--- src/rtl/psa_arb_pkg.sv ---
// Shared types and constants for the psa_arbiter slice.
package psa_arb_pkg;

    typedef enum logic {
        IDLE = 1'b0,
        RESP = 1'b1
    } state_t;

    localparam int REQ_EXEC = 0;
    localparam int REQ_DBG  = 1;

    localparam int DATA_W    = 16;
    localparam int LANE_W    = 4;
    localparam int NUM_LANES = DATA_W / LANE_W;

    localparam logic [LANE_W-1:0] LANE_MAX = 4'h7;
    localparam logic [LANE_W-1:0] LANE_MIN = 4'h8;

    // Turns a requester index into its one-hot grant/response vector.
    function automatic logic [1:0] req_onehot(input logic idx);
        logic [1:0] v;
        v = '0;
        if (idx == REQ_DBG[0]) begin
            v[REQ_DBG] = 1'b1;
        end else begin
            v[REQ_EXEC] = 1'b1;
        end
        return v;
    endfunction

endpackage

--- src/rtl/psa_arbiter_if.sv ---
// Request/response bundle between the two requesters and psa_arbiter.
interface psa_arbiter_if;
    import psa_arb_pkg::*;

    logic [1:0]        req;
    logic [DATA_W-1:0] a0;
    logic [DATA_W-1:0] b0;
    logic [DATA_W-1:0] a1;
    logic [DATA_W-1:0] b1;
    logic [1:0]        gnt;
    logic [1:0]        resp_valid;
    logic [1:0]        resp_ack;
    logic [DATA_W-1:0] sum;
    logic              err;

    modport master (
        output req, a0, b0, a1, b1, resp_ack,
        input  gnt, resp_valid, sum, err
    );

    modport slave (
        input  req, a0, b0, a1, b1, resp_ack,
        output gnt, resp_valid, sum, err
    );

endinterface

--- src/rtl/psa_arbiter_adder.sv ---
// 16-bit parallel sub-word adder: four independent signed-saturating 4-bit lanes.
module psa_arbiter_adder
    import psa_arb_pkg::*;
#(
    parameter int DW = 16
) (
    input  logic [DW-1:0] a,
    input  logic [DW-1:0] b,
    output logic [DW-1:0] sum,
    output logic          err
);

    localparam int NL = DW / LANE_W;

    logic [NL-1:0] lane_ovf;

    for (genvar i = 0; i < NL; i++) begin : g_lane
        logic [LANE_W-1:0] la;
        logic [LANE_W-1:0] lb;
        logic [LANE_W-1:0] raw;

        assign la  = a[i*LANE_W +: LANE_W];
        assign lb  = b[i*LANE_W +: LANE_W];
        assign raw = la + lb;

        // Signed overflow: operands share a sign the wrapped result lacks.
        assign lane_ovf[i] = (la[LANE_W-1] == lb[LANE_W-1]) &&
                             (raw[LANE_W-1] != la[LANE_W-1]);

        assign sum[i*LANE_W +: LANE_W] =
            lane_ovf[i] ? (la[LANE_W-1] ? LANE_MIN : LANE_MAX) : raw;
    end

    assign err = |lane_ovf;

endmodule

--- src/rtl/psa_arbiter.sv ---
// Round-robin arbiter sharing one sub-word adder between two requesters.
// Define PSA_ARB_STATS_EN to add saturating grant/error counters.
module psa_arbiter
    import psa_arb_pkg::*;
#(
    parameter int NUM_REQ = 2,
    parameter int DW      = 16
) (
    input  logic          clk,
    input  logic          rst,
    psa_arbiter_if.slave  bus
`ifdef PSA_ARB_STATS_EN
    ,
    output logic [15:0]   grant_cnt0,
    output logic [15:0]   grant_cnt1,
    output logic [15:0]   err_cnt
`endif
);

    if (NUM_REQ != 2) begin : g_bad_num_req
        $error("psa_arbiter: NUM_REQ must be 2");
    end
    if (DW != DATA_W || (DW % LANE_W) != 0) begin : g_bad_dw
        $error("psa_arbiter: DW must be 16");
    end

    state_t            state;
    state_t            state_nxt;
    logic              prio;
    logic              owner;
    logic              accept;
    logic              winner;
    logic              grant_any;
    logic [1:0]        gnt_c;
    logic [1:0]        resp_valid_q;
    logic [DW-1:0]     sum_q;
    logic              err_q;
    logic [DW-1:0]     op_a;
    logic [DW-1:0]     op_b;
    logic [DW-1:0]     add_sum;
    logic              add_err;

    always_ff @(posedge clk or posedge rst) begin
        if (rst) begin
            state <= IDLE;
        end else begin
            state <= state_nxt;
        end
    end

    // A new pair is accepted when idle or when the owner retires its result.
    always_comb begin
        state_nxt = state;
        gnt_c     = '0;
        winner    = prio;
        grant_any = 1'b0;
        accept    = (state == IDLE) || bus.resp_ack[owner];
        if (accept) begin
            if (bus.req != 2'b00) begin
                grant_any = 1'b1;
                winner    = bus.req[prio] ? prio : ~prio;
                gnt_c     = req_onehot(winner);
                state_nxt = RESP;
            end else begin
                state_nxt = IDLE;
            end
        end
    end

    assign op_a = (winner == REQ_DBG[0]) ? bus.a1 : bus.a0;
    assign op_b = (winner == REQ_DBG[0]) ? bus.b1 : bus.b0;

    psa_arbiter_adder #(.DW(DW)) u_adder (
        .a   (op_a),
        .b   (op_b),
        .sum (add_sum),
        .err (add_err)
    );

    always_ff @(posedge clk or posedge rst) begin
        if (rst) begin
            prio         <= 1'b0;
            owner        <= 1'b0;
            resp_valid_q <= '0;
            sum_q        <= '0;
            err_q        <= 1'b0;
        end else if (grant_any) begin
            sum_q        <= add_sum;
            err_q        <= add_err;
            owner        <= winner;
            resp_valid_q <= gnt_c;
            prio         <= ~winner;
        end else if (state == RESP && accept) begin
            resp_valid_q <= '0;
        end
    end

    assign bus.gnt        = gnt_c;
    assign bus.resp_valid = resp_valid_q;
    assign bus.sum        = sum_q;
    assign bus.err        = err_q;

`ifdef PSA_ARB_STATS_EN
    always_ff @(posedge clk or posedge rst) begin
        if (rst) begin
            grant_cnt0 <= '0;
            grant_cnt1 <= '0;
            err_cnt    <= '0;
        end else begin
            if (gnt_c[REQ_EXEC] && grant_cnt0 != 16'hFFFF) begin
                grant_cnt0 <= grant_cnt0 + 16'd1;
            end
            if (gnt_c[REQ_DBG] && grant_cnt1 != 16'hFFFF) begin
                grant_cnt1 <= grant_cnt1 + 16'd1;
            end
            // An error event is a freshly registered result with err set.
            if (grant_any && add_err && err_cnt != 16'hFFFF) begin
                err_cnt <= err_cnt + 16'd1;
            end
        end
    end
`endif

endmodule

--- src/flat_wrapper.sv ---
// flat-port wrapper written by rule: the top's interface ports become plain ports
module psa_arbiter_flat import psa_arb_pkg::*;
#(
    parameter int NUM_REQ = 2,
    parameter int DW      = 16
)
  (clk, rst, bus_req, bus_a0, bus_b0, bus_a1, bus_b1, bus_resp_ack, bus_gnt, bus_resp_valid, bus_sum, bus_err);
  psa_arbiter_if bus_i ();
  input  logic clk;
  input  logic rst;
  input wire logic [$bits(bus_i.req)-1:0] bus_req;
  input wire logic [$bits(bus_i.a0)-1:0] bus_a0;
  input wire logic [$bits(bus_i.b0)-1:0] bus_b0;
  input wire logic [$bits(bus_i.a1)-1:0] bus_a1;
  input wire logic [$bits(bus_i.b1)-1:0] bus_b1;
  input wire logic [$bits(bus_i.resp_ack)-1:0] bus_resp_ack;
  output wire logic [$bits(bus_i.gnt)-1:0] bus_gnt;
  output wire logic [$bits(bus_i.resp_valid)-1:0] bus_resp_valid;
  output wire logic [$bits(bus_i.sum)-1:0] bus_sum;
  output wire logic [$bits(bus_i.err)-1:0] bus_err;
  assign bus_i.req = bus_req;
  assign bus_i.a0 = bus_a0;
  assign bus_i.b0 = bus_b0;
  assign bus_i.a1 = bus_a1;
  assign bus_i.b1 = bus_b1;
  assign bus_i.resp_ack = bus_resp_ack;
  assign bus_gnt = bus_i.gnt;
  assign bus_resp_valid = bus_i.resp_valid;
  assign bus_sum = bus_i.sum;
  assign bus_err = bus_i.err;
  psa_arbiter #(.NUM_REQ(NUM_REQ), .DW(DW)) u_core (.clk(clk), .rst(rst), .bus(bus_i));
endmodule
--- config.mk ---
export PLATFORM = sky130hd
export DESIGN_NAME = psa_arbiter_flat
export DESIGN_NICKNAME = d
export VERILOG_FILES = /design/src/rtl/psa_arb_pkg.sv /design/src/rtl/psa_arbiter_if.sv /design/src/rtl/psa_arbiter_adder.sv /design/src/rtl/psa_arbiter.sv /design/src/flat_wrapper.sv
export SDC_FILE = /design/constraint.sdc
export NUM_CORES = 1
export LEC_CHECK = 0
export ABC_CLOCK_PERIOD_IN_PS = 3100
export BUFFER_PORTS_ARGS = -buffer_cell sky130_fd_sc_hd__buf_2
export CORE_MARGIN = 2
export CORE_UTILIZATION = 43
export CTS_CLUSTER_SIZE = 30
export DETAILED_ROUTE_END_ITERATION = 7
export GPL_TIMING_DRIVEN = 0
export PLACE_DENSITY_LB_ADDON = 0.3
export SYNTH_ARGS = -nofsm -noshare
export SYNTH_HDL_FRONTEND = slang
export SYNTH_HIERARCHICAL = 1
export SYNTH_SLANG_ARGS = --single-unit
--- constraint.sdc ---
create_clock -name clk -period 3.1 [get_ports clk]
set_input_delay 0.31 -clock clk [delete_from_list [all_inputs] [get_ports clk]]
set_output_delay 0.31 -clock clk [all_outputs]
set_load 0.005 [all_outputs]
### After elaboration in Yosys (flattened, before gate mapping)

Index checks and enable logic that the tools add are counted.

| operators by class | value |
|---|---|
| add/subtract/negate cells | 4 |
| order comparisons | 2 |
| equal/unequal tests | 8 |
| multiplexer cells | 25 |
| bitwise logic cells | 3 |
| reductions and logical operators | 9 |

Operators with widths:

| kind | number |
|---|---|
| $mux W16 | 2 |
| $mux W4 | 8 |
| $add A4 B4 Y4 | 4 |
| $mux W1 | 11 |
| $mux W2 | 4 |
| $logic_and A1 B1 Y1 | 5 |
| $eq A1 B1 Y1 | 4 |
| $lt A1 B2 Y1 const B | 2 |
| $ne A1 B1 Y1 | 4 |
| $reduce_bool A2 Y1 | 2 |
| $reduce_or A4 Y1 | 1 |
| $not A1 Y1 | 3 |
| $logic_or A1 B1 Y1 | 1 |

| storage, ports and cells | value |
|---|---|
| register bits | 22 |
| bits of input ports | 70 |
| output and inout port bits | 21 |
| logic and storage cells | 57 |

### Depth between registers and ports, before layout

Gate-level depths: netlist of run 1.

| logic depth | value |
|---|---|
| depth in word-level cells | 10 |
| mapped depth | 12 |
| depth with buffers taken out | 11 |

### Hierarchy

The synthesis of run 1 kept the hierarchy.

By module, submodules not included:

| module | instances | cells an instance | area each (um^2) | seq. area each (um^2) |
|---|---|---|---|---|
| psa_arbiter | 1 | 97 | 1303.8 | 550.5 |
| psa_arbiter_adder | 1 | 101 | 678.2 | 0.0 |

### Least setup slack after synthesis of run 1

Ideal clock, no wire load.

| path | value |
|---|---|
| kind | flip-flop to flip-flop |
| from | register u_core.prio |
| to | register u_core.err_q (netlist: u_core/bus.err) |
| setup time | 0.125 ns |
| data arrival time | 2.743 ns |
| required time | 2.975 ns |
| setup slack | 0.233 ns |
| stages on the path, launching flop included | 11 |
| buffers on the path | 1 |
| period minus slack after synthesis | 2.867 ns |
| path through | dfrtp_1 > maj3_2 > mux2i_4 > buf_6 > mux2_2 > ha_1 > nand3_2 > and4_4 > nor4_2 > o2111ai_1 > mux2_2 |

| between the ends | value |
|---|---|
| word-level cells in the longest chain between the ends | 10 |
| elaborated cells between the ends (all ways) | 25 |
| those cells by class | add/sub (4); eq/ne (8); mux (7); bitwise (1); reduce/logical (5) |

Ends and longest elaborated chain:

| what | line | RTL |
|---|---|---|
| start, declared | psa_arbiter.sv:29 | `logic prio;` |
| start signal, assigned | psa_arbiter.sv:92 | `prio <= ~winner;` |
| $mux W1 (not written as such) (2 in series) | psa_arbiter.sv:61 | `winner = bus.req[prio] ? prio : ~prio;` |
| $mux W1 | psa_arbiter.sv:61 |  |
| $mux W1 | psa_arbiter.sv:59 | `if (bus.req != 2'b00) begin` |
| $mux W1 * | psa_arbiter.sv:58 | `if (accept) begin` |
| $mux W16 * | psa_arbiter.sv:70 | `assign op_a = (winner == REQ_DBG[0]) ? bus.a1 : bus.a0;` |
| named net u_core.op_a[14] | psa_arbiter.sv:38 | `logic [DW-1:0] op_a;` |
| $add A4 B4 Y4 * | psa_arbiter_adder.sv:24 | `assign raw = la + lb;` |
| $ne A1 B1 Y1 * | psa_arbiter_adder.sv:28 | `(raw[LANE_W-1] != la[LANE_W-1]);` |
| $logic_and A1 B1 Y1 * | psa_arbiter_adder.sv:27 | `assign lane_ovf[i] = (la[LANE_W-1] == lb[LANE_W-1]) &&` |
| $reduce_or A4 Y1 * | psa_arbiter_adder.sv:34 | `assign err = \|lane_ovf;` |
| named net u_core.add_err | psa_arbiter.sv:41 | `logic add_err;` |
| end signal, assigned | psa_arbiter.sv:89 | `err_q <= add_err;` |
| end, declared | psa_arbiter.sv:37 | `logic err_q;` |

Mark *: on every way through the listed nets, which the timed path passes. The rest lies on a longest branch. The select of a mux whose other input is x is not followed.
A chain may end at the register's enable or synchronous reset.

### Worst setup path after layout of run 1

Ends and elaborated chain as after synthesis.

==> results of run 1 <==
==> kinds of logic after synthesis <==
kind of cell	Yosys count	synth area share (%)
compound gates	37	11.2
mux	51	29.5
flops	22	27.8
xor+xnor	4	1.77
fa+ha+maj	17	12.2
buf+inv	23	5.87
simple gates	44	11.7
==> metal layers <==
metal / track usage (%) / wire, microns / vias up
met2: 28.7 / 2160 / 55
met5: 0 / 0 / -
li1: - / - / 923
met3: 1.25 / 258 / 2
met1: 20.4 / 2100 / 808
met4: 3.14 / 18 / 0
==> path summary, 6_finish.rpt <==
check / from / endpoint / slack [ns]
setup / recovery: u_core/prio / u_core/bus.err / 0.08
hold / removal: rst / u_core/bus.sum[13] / 0.21
setup reg to reg: u_core/prio / u_core/bus.err / 0.08
hold reg to reg: u_core/bus.resp_valid[1] / u_core/bus.resp_valid[1] / 0.49
max in group asynchronous: rst / u_core/bus.sum[9] / 2.37
min in group clk: bus_req[0] / u_core/state / 0.36
==> power by group <==
part / internal [mW] / switching (mW)
Sequential: 0.428 / 0.0725
Combinational: 1.02 / 0.807
Clock: 0.172 / 0.0900
Total: 1.62 / 0.970
==> Yosys cell counts (6+ instances only) <==
cell type and number:
inv_1 19, dfrtp_1 22, mux2_1 6, ha_1 12
a21oi_1 11, nand2_1 18, mux2_2 43, o21ai_0 17
nand3_1 8
==> what timing repair did <==
action,4_1_cts,5_1_grt
setup buffers,2,13
hold buffers,0,0
cloned,0,3
gates resized for setup,1,15
pin swaps,0,4
setup endpoints to repair,1,14
==> state kept, by name, summed over array words and instances, names as in the netlist <==
signal / cells
u_core/bus.resp_valid: 2
u_core/prio: 1
u_core/owner: 1
u_core/state: 1
u_core/bus.err: 1
u_core/bus.sum: 16
==> worst max-delay path: stages, from the launching register on <==
cell       delay, ns
dfrtp_1         0.45
maj3_2          0.35
mux2i_4         0.19
buf_12          0.15
buf_6           0.13
mux2_1          0.35
ha_1            0.30
nand3_2         0.10
and4_4          0.20
nor4_2          0.25
o2111ai_1       0.14
mux2_2          0.28
==> metrics by stage <==
step / instance area, sq um / hold WS (ns) / utilization [%] / instances
6_report: 2780 / 0.206 / 63.4 / 362
3_5_place_dp: 2500 / 0.464 / 57.0 / 340
2_1_floorplan: 1980 / 0.299 / - / 198
4_1_cts: 2580 / 0.231 / 58.9 / 346
3_3_place_gp: 2500 / 0.460 / 57.0 / 340
5_1_grt: 2780 / 0.299 / 63.4 / 362
==> layout make-up <==
class | instances | area [sq um] | area share, %
timing repair buffer | 108 | 602 | 21.6
clock inverter | 1 | 30.0 | 1.08
multi-input combinational | 153 | 1380 | 49.5
clock buffer | 3 | 41.3 | 1.49
buffer | 4 | 45.0 | 1.62
sequential | 22 | 551 | 19.8
tap | 52 | 65.1 | 2.34
inverter | 19 | 71.3 | 2.57
==> results_dict.tcl, run 1 <==
set metrics [dict create \
    outcome "complete, no violations" \
    power.density_nw_per_um2 930 \
    io_pins 91 \
    synth.avg_cell_area_sq_um 10.0 \
    synth_async_sr_flop_share_pct 100 \
    dpl.hpwl_mm 3.44 \
    setup-tns-final_ns 0 \
    worst_clock_skew_ns 0.00557 \
    synth_top_area_share_pct 27.8 \
    worst_pin_slew_ns 0.836 \
    syn_area_sq_um 1980 \
    htreeDepth 1 \
    netlist_top_cells_area "dfrtp_1 (28%), mux2_2 (24%), ha_1 (7.6%), o21ai_0 (4.3%), fa_1 (4.0%)" \
    peakVddDrop_mv 0.427 \
    cts_sinks 22 \
    port_buffers 90 \
    wl_per_cell_microns 12.5 \
    rows 24 \
    leakagePower_nw 1.38 \
    min_path_type "input pin to asynchronous set/reset pin" \
    ant_nets 0 \
    via_count 1788 \
    path_clk_slew_ns 0.08 \
    nFillCells 374 \
    worst_ep_required_time_ns 3.24 \
    wirelength_mm 4.54 \
    yosysSeqAreaShare_pct 27.8 \
    synth_cells 198 \
    chipWidth_microns 71.9 \
    setup_viol 0 \
    insertion_delay_ns 0.26 \
    grt_pass1_vias 1648 \
    critical_path.max_fanout 7 \
    overflow 0 \
    reg2reg_depth 11 \
    clock_path_buffers 2 \
    critPathCaptureType "flip-flop" \
    drc 0 \
    synth_edf_count 0 \
    synth_top_area_cell "dfrtp_1" \
    fin_ws_ns 0.0798 \
    gr-usage-all-layers_pct 15.7 \
    antenna_found_initial 0 \
    grt_pass1_wl_mm 6.66 \
    firstDrtPassIters 4 \
    diodes 0 \
    layout-drive-gt1-share_pct 56.8 \
    die_h_microns 71.9 \
    cts_buffers 3 \
    initial_core_util_pct 45.2 \
    crit_type "flip-flop to flip-flop" \
    fin_crit_sh_pct 97.4 \
    placeableCoreArea_sq_um 4380 \
    layout.nets 397 \
    total_power_mw 2.59 \
    arrival_ns 3.16 \
    cts_root_buf "clkbuf_8" \
    fmax_mhz 331 \
    yosysWarnings 6 \
    place_ws_ns -0.143 \
    place.gp.congestion 0.779 \
    relSlewSlack_pct 44.2 \
    via_per_inst 4.94 \
    cap_violations 0 \
    final_common_cell "buf_2" \
    layout_common_cells "buf_2 (90), mux2_2 (43), dfrtp_1 (22)" \
    synthesis.nets 284 \
    drt_iter0_drc 79 \
    start_kind "flip-flop" \
    area_delta_synth_final_pct 40.3 \
    synth.distinct_cells 32 \
    hold_violations 0 \
    dieArea_sq_um 5170 \
    finalCriticalPeriod_ns 3.02 \
    cts_tree "built" \
    ys_ff_latch 22 \
    synth-main-ff-cell "dfrtp_1" \
    finalMaxSlewViolations 0 \
    grt_max_degree 23 \
]
Note: power is estimated with default switching activity, not from simulation.
==> run 2: changes to the inputs <==
CORE_MARGIN = 4   (was 2)
==> run 2 against run 1 <==
Against the previous run: sequential share of layout area rose by 0.48 points; via count fell by 0.67%; cell count fell by 1.7%; design area fell by 2.2%; highest routed layer unchanged; first-iteration DRC count rose by 8.9%; core utilization fell by 1.8 points; sequential power rose by 2%; die area rose by 11%.
==> results_dict.tcl, run 2 (same netlist as run 1, synthesis figures left out) <==
set metrics [dict create \
    outcome "complete, no violations" \
    total_power_mw 2.46 \
    critPathCaptureType "flip-flop" \
    placeableCoreArea_sq_um 4410 \
    leakagePower_nw 1.35 \
    diodes 0 \
    grt_pass1_vias 1657 \
    place.gp.congestion 0.802 \
    relSlewSlack_pct 44.2 \
    gr-usage-all-layers_pct 16.0 \
    critical_path.max_fanout 8 \
    dpl.hpwl_mm 3.63 \
    port_buffers 90 \
    finalMaxSlewViolations 0 \
    cp-endpoint "u_core/bus.err" \
    pwr-share-seq_pct 20.8 \
    via_count 1776 \
    r2r_slack_ns 0.09 \
    cts_buffers 3 \
    utilization_pct 61.6 \
    initial_core_util_pct 44.9 \
    dieArea_sq_um 5760 \
    min_path_type "input pin to asynchronous set/reset pin" \
    worstPathCellList "maj3_2 -> mux2i_4 -> buf_6 -> buf_4 -> mux2_2 -> ha_1 -> nand3_2 -> and4_1 -> nor4_2 -> o2111ai_1 -> mux2_2" \
    fin_crit_sh_pct 97.0 \
    via_per_inst 4.99 \
    combPwrFrac_pct 71.1 \
    power.switching_uw 958 \
    die_h_microns 75.9 \
    io_pins 91 \
    drt_iter0_drc 86 \
    wirelength_mm 4.66 \
    finalCriticalPeriod_ns 3.01 \
    cp-startpoint "u_core/prio" \
    firstDrtPassIters 4 \
    worst_pin_slew_ns 0.836 \
    power.density_nw_per_um2 903 \
    chipWidth_microns 75.9 \
    layout.nets 391 \
    largest_reg_flops 16 \
    cts_sinks 22 \
    cap_violations 0 \
    rsz0062_at_grt "yes" \
    fmax_mhz 333 \
    htreeDepth 1 \
    grt_pass1_wl_mm 7.13 \
    place_inst 340 \
    crit_type "flip-flop to flip-flop" \
    wl_met3_microns 384 \
    worstReg2RegEnd "u_core/bus.err" \
    hold_violations 0 \
    worst_clock_skew_ns 0.00127 \
    cp_common_cell "mux2_2" \
    insertion_delay_ns 0.25 \
    layout-drive-gt1-share_pct 56.9 \
    hold_slack_ns 0.209 \
    cts_root_buf "clkbuf_8" \
    final_common_cell "buf_2" \
    peakVddDrop_mv 0.426 \
    reg2reg_depth 11 \
    path_clk_slew_ns 0.08 \
    crit_buf_inv 2 \
    nFillCells 387 \
    critical_path.top_delay_family "multiplexers" \
    drc 0 \
    cts_tree "built" \
    worst_ep_required_time_ns 3.24 \
    layout_common_cells "buf_2 (90), mux2_2 (41), dfrtp_1 (21)" \
    regToRegStartpoint "u_core/prio" \
    cp_slowest_cell "dfrtp_2" \
    wl_per_cell_microns 13.1 \
    area_delta_synth_final_pct 37.2 \
    met2_length_mm 2.32 \
    start_kind "flip-flop" \
    drt-met1-wl_mm 1.94 \
    slowest_delay_ns 0.45 \
    arrival_ns 3.15 \
    p_sw_share_pct 39.0 \
    p_int_mw 1.50 \
    setup-tns-final_ns 0 \
    cp.depth 11 \
    overflow 0 \
    grt_max_degree 23 \
    maxUsedRoutingLayer "met4" \
    ant_nets 0 \
    clock_path_buffers 2 \
    hold_buffers 0 \
    setup_viol 0 \
    final_cells 356 \
    clockPowerShare_pct 8.1 \
    antenna_found_initial 0 \
    rows 24 \
]
==> run 2: cell count changes in the layout (fill, tap and decap cells not counted), sizes merged <==
cell,previous run,this run
clkbuf,3,4
bufinv,1,0
buf,112,106
==> run 2: worst min path at each step <==
| stage | from | to | slack (ns) |
|---|---|---|---|
| floorplan | rst | u_core/bus.err | 0.30 |
| global placement | u_core/bus.resp_valid[1] | u_core/bus.resp_valid[1] | 0.46 |
| detailed placement | u_core/bus.resp_valid[1] | u_core/bus.resp_valid[1] | 0.46 |
| CTS | rst | u_core/prio | 0.24 |
| global route | rst | u_core/bus.resp_valid[1] | 0.29 |
| finish | rst | u_core/bus.resp_valid[1] | 0.21 |
==> run 2: stage by stage <==
stage          setup slack, ns  area (sq um)
4_1_cts                 0.0263          2630
3_3_place_gp            -0.117          2500
3_5_place_dp            -0.164          2500
2_1_floorplan            0.233          1980
6_report                0.0942          2720
5_1_grt                -0.0167          2720
==> run 2: routing by layer <==
layer  up-vias  GRT usage, %
met5         -             0
met4         0          4.08
met3         2          1.58
met2        61          28.9
met1       796          20.4
li1        917             -
==> run 2: power by group through the flow <==
stage | sequential [mW] | clock, mW | combinational (mW)
finish | 0.510 | 0.200 | 1.75
floorplan | 0.516 | 0 | 1.14
global placement | 0.511 | 0 | 1.50
detailed placement | 0.516 | 0 | 1.54
CTS | 0.512 | 0.208 | 1.64
global route | 0.530 | 0.221 | 1.96
==> run 2: timing repair <==
item                       in CTS  in global routing
resized for setup               3                 13
pin swaps                       1                  5
setup buffers                   8                  4
setup endpoints to repair       1                 11
==> run 2: final cells by class <==
class                      instances  area, sq um  share of cell area (%)
clock buffer                       4         55.1                    2.02
tap                               52         65.1                    2.39
timing repair buffer             102          541                    19.9
multi-input combinational        153         1390                    51.1
buffer                             4         45.0                    1.66
inverter                          19         71.3                    2.62
sequential                        22          552                    20.3
==> run 2: worst reg2reg max path, stage by stage (launching register included) <==
cell,delay (ns)
dfrtp_2,0.45
maj3_2,0.34
mux2i_4,0.24
buf_6,0.19
buf_4,0.11
mux2_2,0.33
ha_1,0.30
nand3_2,0.11
and4_1,0.18
nor4_2,0.21
o2111ai_1,0.15
mux2_2,0.29
